<file path="config.mk">
export PLATFORM = sky130hd
export DESIGN_NAME = keypad_scan_debouncer
export DESIGN_NICKNAME = d
export VERILOG_FILES = /design/src/rtl/keypad_scan_debouncer.sv
export SDC_FILE = /design/constraint.sdc
export NUM_CORES = 1
export LEC_CHECK = 0
export ABC_AREA = 1
export CORE_ASPECT_RATIO = 2
export CORE_MARGIN = 2
export CORE_UTILIZATION = 55
export CTS_CLUSTER_SIZE = 16
export DETAILED_ROUTE_END_ITERATION = 16
export DONT_BUFFER_PORTS = 1
export GPL_ROUTABILITY_DRIVEN = 0
export MAX_ROUTING_LAYER = met4
export PLACE_DENSITY = 0.67
export SETUP_SLACK_MARGIN = 0.1
export SLEW_MARGIN = 5
export SYNTH_ARGS = -nofsm -noshare
export SYNTH_HDL_FRONTEND = slang
export SYNTH_SLANG_ARGS = --single-unit
</file>
<file path="constraint.sdc">
create_clock -name clk -period 3.5 [get_ports clk]
set_input_delay 0.35 -clock clk [delete_from_list [all_inputs] [get_ports clk]]
set_output_delay 0.35 -clock clk [all_outputs]
set_load 0.02 [all_outputs]
</file>
<file path="src/rtl/keypad_scan_debouncer.sv">
// 4x4 matrix keypad column scanner with press/release debounce and one-hot key report.
// Define KEYPAD_AUTOREPEAT_EN to re-pulse key_strobe every REPEAT_TICKS ticks while a key is held.
module keypad_scan_debouncer #(
  parameter int unsigned CLK_DIV        = 50000,
  parameter int unsigned DEBOUNCE_TICKS = 4,
  parameter int unsigned REPEAT_TICKS   = 250
) (
  input  logic       clk,
  input  logic       rst_n,
  input  logic [3:0] keypad_row_in,
  output logic [3:0] keypad_col_out,
  output logic [3:0] row_out,
  output logic [3:0] col_out,
  output logic       key_pressed,
  output logic       key_strobe
);

  localparam int unsigned     PRE_W    = $clog2(CLK_DIV);
  localparam int unsigned     DEB_W    = $clog2(DEBOUNCE_TICKS + 1);
  localparam logic [PRE_W-1:0] PRE_LAST = PRE_W'(CLK_DIV - 1);
  localparam logic [DEB_W-1:0] DEB_LAST = DEB_W'(DEBOUNCE_TICKS - 1);

  typedef enum logic [1:0] {
    S_SCAN      = 2'd0,
    S_PRESS_DEB = 2'd1,
    S_HELD      = 2'd2
  } state_t;

  state_t           r_state;
  logic [3:0]       r_row_meta;
  logic [3:0]       r_row_s;
  logic [PRE_W-1:0] r_presc;
  logic [1:0]       r_col_idx;
  logic [3:0]       r_cap_row;
  logic [DEB_W-1:0] r_deb_cnt;

  logic       w_tick;
  logic [3:0] w_row_low;
  logic       w_all_high;
  logic       w_one_low;
  logic [1:0] w_col_inc;
  logic [3:0] w_drv_inc;

`ifdef KEYPAD_AUTOREPEAT_EN
  localparam int unsigned     REP_W    = $clog2(REPEAT_TICKS + 1);
  localparam logic [REP_W-1:0] REP_LAST = REP_W'(REPEAT_TICKS - 1);
  logic [REP_W-1:0] r_rep_cnt;
`else
  // REPEAT_TICKS has no effect in this build.
  if (REPEAT_TICKS == 0) begin : g_repeat_unused
  end
`endif

  assign w_tick     = (r_presc == PRE_LAST);
  assign w_row_low  = ~r_row_s;
  assign w_all_high = (r_row_s == 4'hF);
  assign w_one_low  = (w_row_low != 4'h0) && ((w_row_low & (w_row_low - 4'd1)) == 4'h0);
  assign w_col_inc  = r_col_idx + 2'd1;
  assign w_drv_inc  = ~(4'b0001 << w_col_inc);

  // Two-flop synchronizer for the asynchronous row pins.
  always_ff @(posedge clk) begin
    if (!rst_n) begin
      r_row_meta <= 4'hF;
      r_row_s    <= 4'hF;
    end else begin
      r_row_meta <= keypad_row_in;
      r_row_s    <= r_row_meta;
    end
  end

  // Scan tick prescaler.
  always_ff @(posedge clk) begin
    if (!rst_n) begin
      r_presc <= '0;
    end else begin
      r_presc <= w_tick ? '0 : r_presc + PRE_W'(1);
    end
  end

  // Scan / debounce FSM; the column stays frozen outside SCAN.
  always_ff @(posedge clk) begin
    if (!rst_n) begin
      r_state        <= S_SCAN;
      r_col_idx      <= 2'd0;
      r_cap_row      <= 4'h0;
      r_deb_cnt      <= '0;
      keypad_col_out <= 4'b1110;
      row_out        <= 4'h0;
      col_out        <= 4'h0;
      key_pressed    <= 1'b0;
      key_strobe     <= 1'b0;
`ifdef KEYPAD_AUTOREPEAT_EN
      r_rep_cnt      <= '0;
`endif
    end else begin
      key_strobe <= 1'b0;
      if (w_tick) begin
        case (r_state)
          S_SCAN: begin
            if (w_one_low) begin
              r_cap_row <= w_row_low;
              r_deb_cnt <= DEB_W'(1);
              r_state   <= S_PRESS_DEB;
            end else begin
              r_col_idx      <= w_col_inc;
              keypad_col_out <= w_drv_inc;
            end
          end
          S_PRESS_DEB: begin
            if (w_row_low != r_cap_row) begin
              r_state <= S_SCAN;
            end else if (r_deb_cnt == DEB_LAST) begin
              r_state     <= S_HELD;
              r_deb_cnt   <= '0;
              row_out     <= r_cap_row;
              col_out     <= 4'b0001 << r_col_idx;
              key_pressed <= 1'b1;
              key_strobe  <= 1'b1;
`ifdef KEYPAD_AUTOREPEAT_EN
              r_rep_cnt   <= '0;
`endif
            end else begin
              r_deb_cnt <= r_deb_cnt + DEB_W'(1);
            end
          end
          S_HELD: begin
            if (w_all_high) begin
`ifdef KEYPAD_AUTOREPEAT_EN
              r_rep_cnt <= '0;
`endif
              if (r_deb_cnt == DEB_LAST) begin
                r_state        <= S_SCAN;
                r_deb_cnt      <= '0;
                row_out        <= 4'h0;
                col_out        <= 4'h0;
                key_pressed    <= 1'b0;
                r_col_idx      <= w_col_inc;
                keypad_col_out <= w_drv_inc;
              end else begin
                r_deb_cnt <= r_deb_cnt + DEB_W'(1);
              end
            end else begin
              r_deb_cnt <= '0;
`ifdef KEYPAD_AUTOREPEAT_EN
              if (r_rep_cnt == REP_LAST) begin
                key_strobe <= 1'b1;
                r_rep_cnt  <= '0;
              end else begin
                r_rep_cnt <= r_rep_cnt + REP_W'(1);
              end
`endif
            end
          end
          default: r_state <= S_SCAN;
        endcase
      end
    end
  end

endmodule

</file>
Word level (Yosys, flattened, before mapping)
Index checks and enable logic that the tools add are counted.
{"block": "classes", "addsub": 4, "eq_ne": 13, "shifts": 2, "mux": 33, "bitwise_logic": 6, "n_reduce_logical": 14}
{"op": "$mux 4", "count": 9}
{"op": "$pmux 4 s2", "count": 3}
{"op": "$add 16x1->16 const B", "count": 1}
{"op": "$eq 16x16->1 const B", "count": 1}
{"op": "$mux 2", "count": 8}
{"op": "$mux 3", "count": 4}
{"op": "$ne 2x2->1 const B", "count": 6}
{"op": "$reduce_and 5->1", "count": 2}
{"op": "$pmux 3 s3", "count": 1}
{"op": "$not 4->4", "count": 2}
{"op": "$shl 1x2->4 const A", "count": 2}
{"op": "$pmux 2 s3", "count": 1}
{"op": "$reduce_and 6->1", "count": 1}
{"op": "$mux 1", "count": 5}
{"op": "$and 4x4->4", "count": 1}
{"op": "$eq 4x4->1 const B", "count": 1}
{"op": "$logic_not 4->1", "count": 1}
{"op": "$ne 4x4->1", "count": 1}
{"op": "$pmux 2 s2", "count": 1}
{"op": "$reduce_and 4->1", "count": 1}
{"op": "$reduce_bool 2->1", "count": 2}
{"op": "$reduce_bool 4->1", "count": 1}
{"op": "$reduce_or 4->1", "count": 1}
{"op": "$sub 4x1->4 const B", "count": 1}
{"op": "other kinds (13)", "count": 15}
{"block": "totals", "reg_bits": 49, "inputBits": 6, "out_inout_bits": 14, "elab_cells": 84}

Depth between registers and ports, before layout
{"block": "depth", "depth_word": 7, "mapped_depth": 12, "mapped_depth_nobuf": 11}

Worst setup path before layout
Ideal clock, no wire load.
{"block": "synth_timing", "kind": "flip-flop to flip-flop", "from": "reg r_presc[0]", "to": "reg col_out[0]", "t_arrival_ns": 1.399, "t_required_ns": 3.368, "slack_ns": 1.969, "stages_incl_launch_ff": 9, "n_path_buf": 0, "period_less_slack_ns": 1.531, "cell_sequence": "dfxtp_1 -> ha_1 -> nand3_2 -> nor2_2 -> nand3_4 -> nor2_4 -> nand2_2 -> nand2_1 -> a21oi_1"}
{"block": "synth_between", "elab_chain_len": 2}
{"element": "start: declaration", "line_no": "32", "source": "logic [PRE_W-1:0] r_presc;"}
{"element": "start signal: assignment", "line_no": "77", "source": "r_presc <= w_tick ? '0 : r_presc + PRE_W'(1);"}
{"element": "$eq 16x16->1", "line_no": "54", "source": "assign w_tick = (r_presc == PRE_LAST);"}
{"element": "$reduce_and 6->1 (no source line)"}
{"element": "end signal: assignment", "line_no": "117", "source": "col_out <= 4'b0001 << r_col_idx;"}
{"element": "end: declaration", "line_no": "13", "source": "output logic [3:0] col_out,"}
No other way between the ends.
A chain may end at the register's enable or synchronous reset.

Final worst setup path
{"block": "layout_timing", "from": "reg r_deb_cnt[0]", "to": "reg keypad_col_out[1]"}
{"block": "layout_between", "elab_chain_len": 3}
{"element": "start: declaration", "line_no": "35", "source": "logic [DEB_W-1:0] r_deb_cnt;"}
{"element": "start signal: assignment", "line_no": "124", "source": "r_deb_cnt <= r_deb_cnt + DEB_W'(1);"}
{"element": "start signal: assignment", "line_no": "141", "source": "r_deb_cnt <= r_deb_cnt + DEB_W'(1);"}
{"element": "$eq 3x2->1", "line_no": "132", "source": "if (r_deb_cnt == DEB_LAST) begin"}
{"element": "$ne 2x2->1 (no source line)"}
{"element": "$reduce_and 5->1 (no source line)"}
{"element": "end signal: assignment", "line_no": "107", "source": "keypad_col_out <= w_drv_inc;"}
{"element": "end signal: assignment", "line_no": "139", "source": "keypad_col_out <= w_drv_inc;"}
{"element": "end: declaration", "line_no": "11", "source": "output logic [3:0] keypad_col_out,"}
No other way between the ends.

==> run_results.csv <==
group,metric,value,unit
status,status,"completed",
clock_network,h-tree-depth,2,
place,post-dp-hpwl,3.20,mm
synthesis,synth_top_area_share,42.2,%
timing,setup_violations,0,
hold_path,min_delay_path_depth,1,
timing,max_freq,574,MHz
timing,final.setup_skew,8.80,ps
setup_path,critical_path_class,"flip-flop to flip-flop",
cells_and_area,final_layout_size_suffix_gt1_share,12.0,%
routing,wl,4.16,mm
global_route,antenna_found_initial,0,
cells_and_area,ff_latch_area,981,µm²
place,io_buffers,0,
synthesis,synth_seq_area_share,42.2,%
synthesis,synth_area,0.00232,mm²
synthesis,synth_edf_count,0,
power,power.leakage,0.927,nW
synthesis,yosysTopAreaCell,"dfxtp_1",
setup_path,r2r_setup_slack,1760,ps
synthesis,synthDistinctLibCells,34,
setup_path,r2r-end,"keypad_col_out[1]$_SDFFE_PN1P_",
routing,wire_per_inst,11.8,µm
cells_and_area,synthToLayoutAreaGrowth,5.01,%
power,p_per_area,384,mW/mm²
clock_network,clk_latency,310,ps
floorplanning,die_area,0.00479,mm²
synthesis,syn_avg_cell_area,7.80,µm²
floorplanning,rows,33,
setup_path,worstReg2RegStart,"r_deb_cnt[0]$_SDFFE_PN0P_",
setup_path,ff2ff_path_depth,10,
synthesis,ys_ff_latch,49,
floorplanning,die_y,95.9,µm
timing,maxSlewViolCount,0,
timing,setup-tns-final,0,ps
floorplanning,start_util,56.8,%
cells_and_area,utilization,59.7,%
routing,postRouteAntennaNets,0,
synthesis,async_flop_share,0,%
hold_path,hold_start,"keypad_row_in[2]",
timing,tightest_slew,799,ps
timing,rsz0062_at_grt,"no",
floorplanning,core_area,0.00409,mm²
timing,period_needed,1740,ps
floorplanning,io_pins,20,
routing,drc,0,
global_route,grt_use_total,19.6,%
clock_network,cts_hold_repair.buffers,0,
routing,dr_total_vias,1787,
synthesis,synth_warnings,0,
clock_network,clkTransAtPathRegs,90,ps
setup_path,crit_path_end_kind,"flip-flop",
timing,fin_crit_sh,49.8,%
power,ir_drop,0.000349,V
global_route,grt_max_degree,28,
setup_path,crit_required,3700,ps
global_route,grt_pass1_wl,6.82,mm
cells_and_area,multi_input_area,0.00118,mm²
clock_network,cts_sinks,49,
hold_path,holdPathEnd,"r_row_meta[2]$_SDFF_PN1_",
routing,drt_iter0_markers,35,
setup_path,cp_data_arrival_time,1950,ps
clock_network,cts_root_buf,"clkbuf_8",
job,cap_violations,0,
timing,final_hold_viol_count,0,
routing,firstDrtPassIters,4,
synthesis,ys.flop_type,"dfxtp_1",
timing,layout_setup_ws,1760,ps
clock_network,cts_made_buffers,5,
synthesis,synthTopCellsByArea,"dfxtp_1, nand2_1, ha_1",
timing,relSlewSlack,46.7,%
cells_and_area,nFillCells,370,
synthesis,syn-num-nets,318,
hold_path,hp-class,"input pin to flip-flop",
clock_network,cts_tree,"yes",
cells_and_area,antennaDiodeCount,0,
synthesis,synth_cells,298,
place,pre_cts_ws,1730,ps
routing,vias_per_cell,5.08,
cells_and_area,finalNetCount,319,
clock_network,cts_setup_buffers,0,
floorplanning,die_w,50.0,µm
clock_network,cts-resized-gates,0,
global_route,grt_pass1_vias,1694,
setup_path,crit_path_start_kind,"flip-flop",
global_route,overflow,0,
setup_path,cp_max_fo,11,
clock_network,clockBufferDepth,2,
[worst max path at each step]
| stage | startpoint | to | slack [ps] | cells after the start |
|---|---|---|---|---|
| detailed placement | r_presc[0]$_SDFF_PP0_ | r_presc[12]$_SDFF_PP0_ | 1730 | 6 |
| CTS | r_deb_cnt[0]$_SDFFE_PN0P_ | keypad_col_out[1]$_SDFFE_PN1P_ | 1740 | 10 |
| floorplan | r_presc[0]$_SDFF_PP0_ | col_out[0]$_SDFFE_PN0P_ | 1970 | 8 |
| global placement | r_deb_cnt[1]$_SDFFE_PN0P_ | keypad_col_out[1]$_SDFFE_PN1P_ | 1780 | 10 |
| finish | r_deb_cnt[0]$_SDFFE_PN0P_ | keypad_col_out[1]$_SDFFE_PN1P_ | 1760 | 10 |
| global route | r_presc[0]$_SDFF_PP0_ | r_presc[12]$_SDFF_PP0_ | 1550 | 6 |
[synth_stat cells (all sizes together) (2+ instances only)]
library cell,n
nand2,61
a211oi,4
clkbuf,2
xor2,2
a21oi,23
nor2,41
nand4,16
nor3,3
or2,10
inv,32
buf,4
clkinv,2
xnor2,3
nor3b,3
ha,14
o21ai,5
dfxtp,49
nand3,17
nor4,2
[logic make-up (layout without fill, tap and decap cells)]
kind of cell    count (synthesis)  in the layout  synth area share (%)
buf+inv                        40             42                  7.16
flops                          49             49                  42.2
simple gates                  156            156                  32.7
compound gates                 34             34                  8.45
fa+ha+maj                      14             14                  7.54
xor+xnor                        5              5                  1.89
[routing by layer]
layer / global-route usage, % / part of all wire (%) / vias to the layer above
met5: - / 0 / -
met4: 10.6 / 2.2 / 0
met3: 3.73 / 2.7 / 6
met2: 39.9 / 59 / 25
met1: 15.4 / 36 / 789
li1: - / - / 967
[layout make-up]
cell class	count	share of cell area, %
flip-flops and latches	49	40.2
well taps	52	2.67
multi-input cells	209	48.2
clock inverters	3	0.872
inverters	34	5.23
clock buffers	5	2.82
[sequential cells by signal, indices dropped and copies added, names as in the netlist]
register / flops
r_presc: 16
col_out: 4
keypad_col_out: 4
r_cap_row: 4
r_row_meta: 4
r_row_s: 4
row_out: 4
r_deb_cnt: 3
r_col_idx: 2
r_state: 2
key_pressed: 1
key_strobe: 1
[report_power, final]
group | leakage [nW] | switching (mW) | internal, mW | total [mW]
clock | 0.0445 | 0.196 | 0.142 | 0.338
sequential | 0.397 | 0.00469 | 0.564 | 0.569
combinational | 0.485 | 0.0205 | 0.0102 | 0.0307
[layout by cell type, fill, tap and decap left out, drive strengths merged]
master,n
o211ai,1
dfxtp,49
nand3,17
a21oi,23
o21bai,1
inv,33
a211oi,4
clkinv,3
clkinvlp,1
nor4,2
and2,1
nor2,41
clkbuf,5
and3,1
nand4,16
xnor2,3
xor2,2
nand2,61
nand3b,1
nor3,3
nor3b,3
ha,14
o21ai,5
or2,10
[per-stage QoR]
step	instances	area (µm²)	power, mW	hold WS [ps]
after global routing	352	2440	0.971	137
after floorplan	298	2320	0.608	393
final	352	2440	0.938	147
after CTS	352	2440	0.947	142
after global placement	344	2350	0.612	394
after detailed placement	344	2350	0.614	400
[worst max-delay path: stages, from the launching register on]
cell	delay, ps
dfxtp_1	350
ha_1	140
inv_1	40
nor2_1	140
inv_1	120
nand2_1	70
nand2_1	70
nor2_1	180
nand3_2	270
a21oi_2	180
o21ai_1	80
No activity file was read; power rests on OpenSTA's default activity.
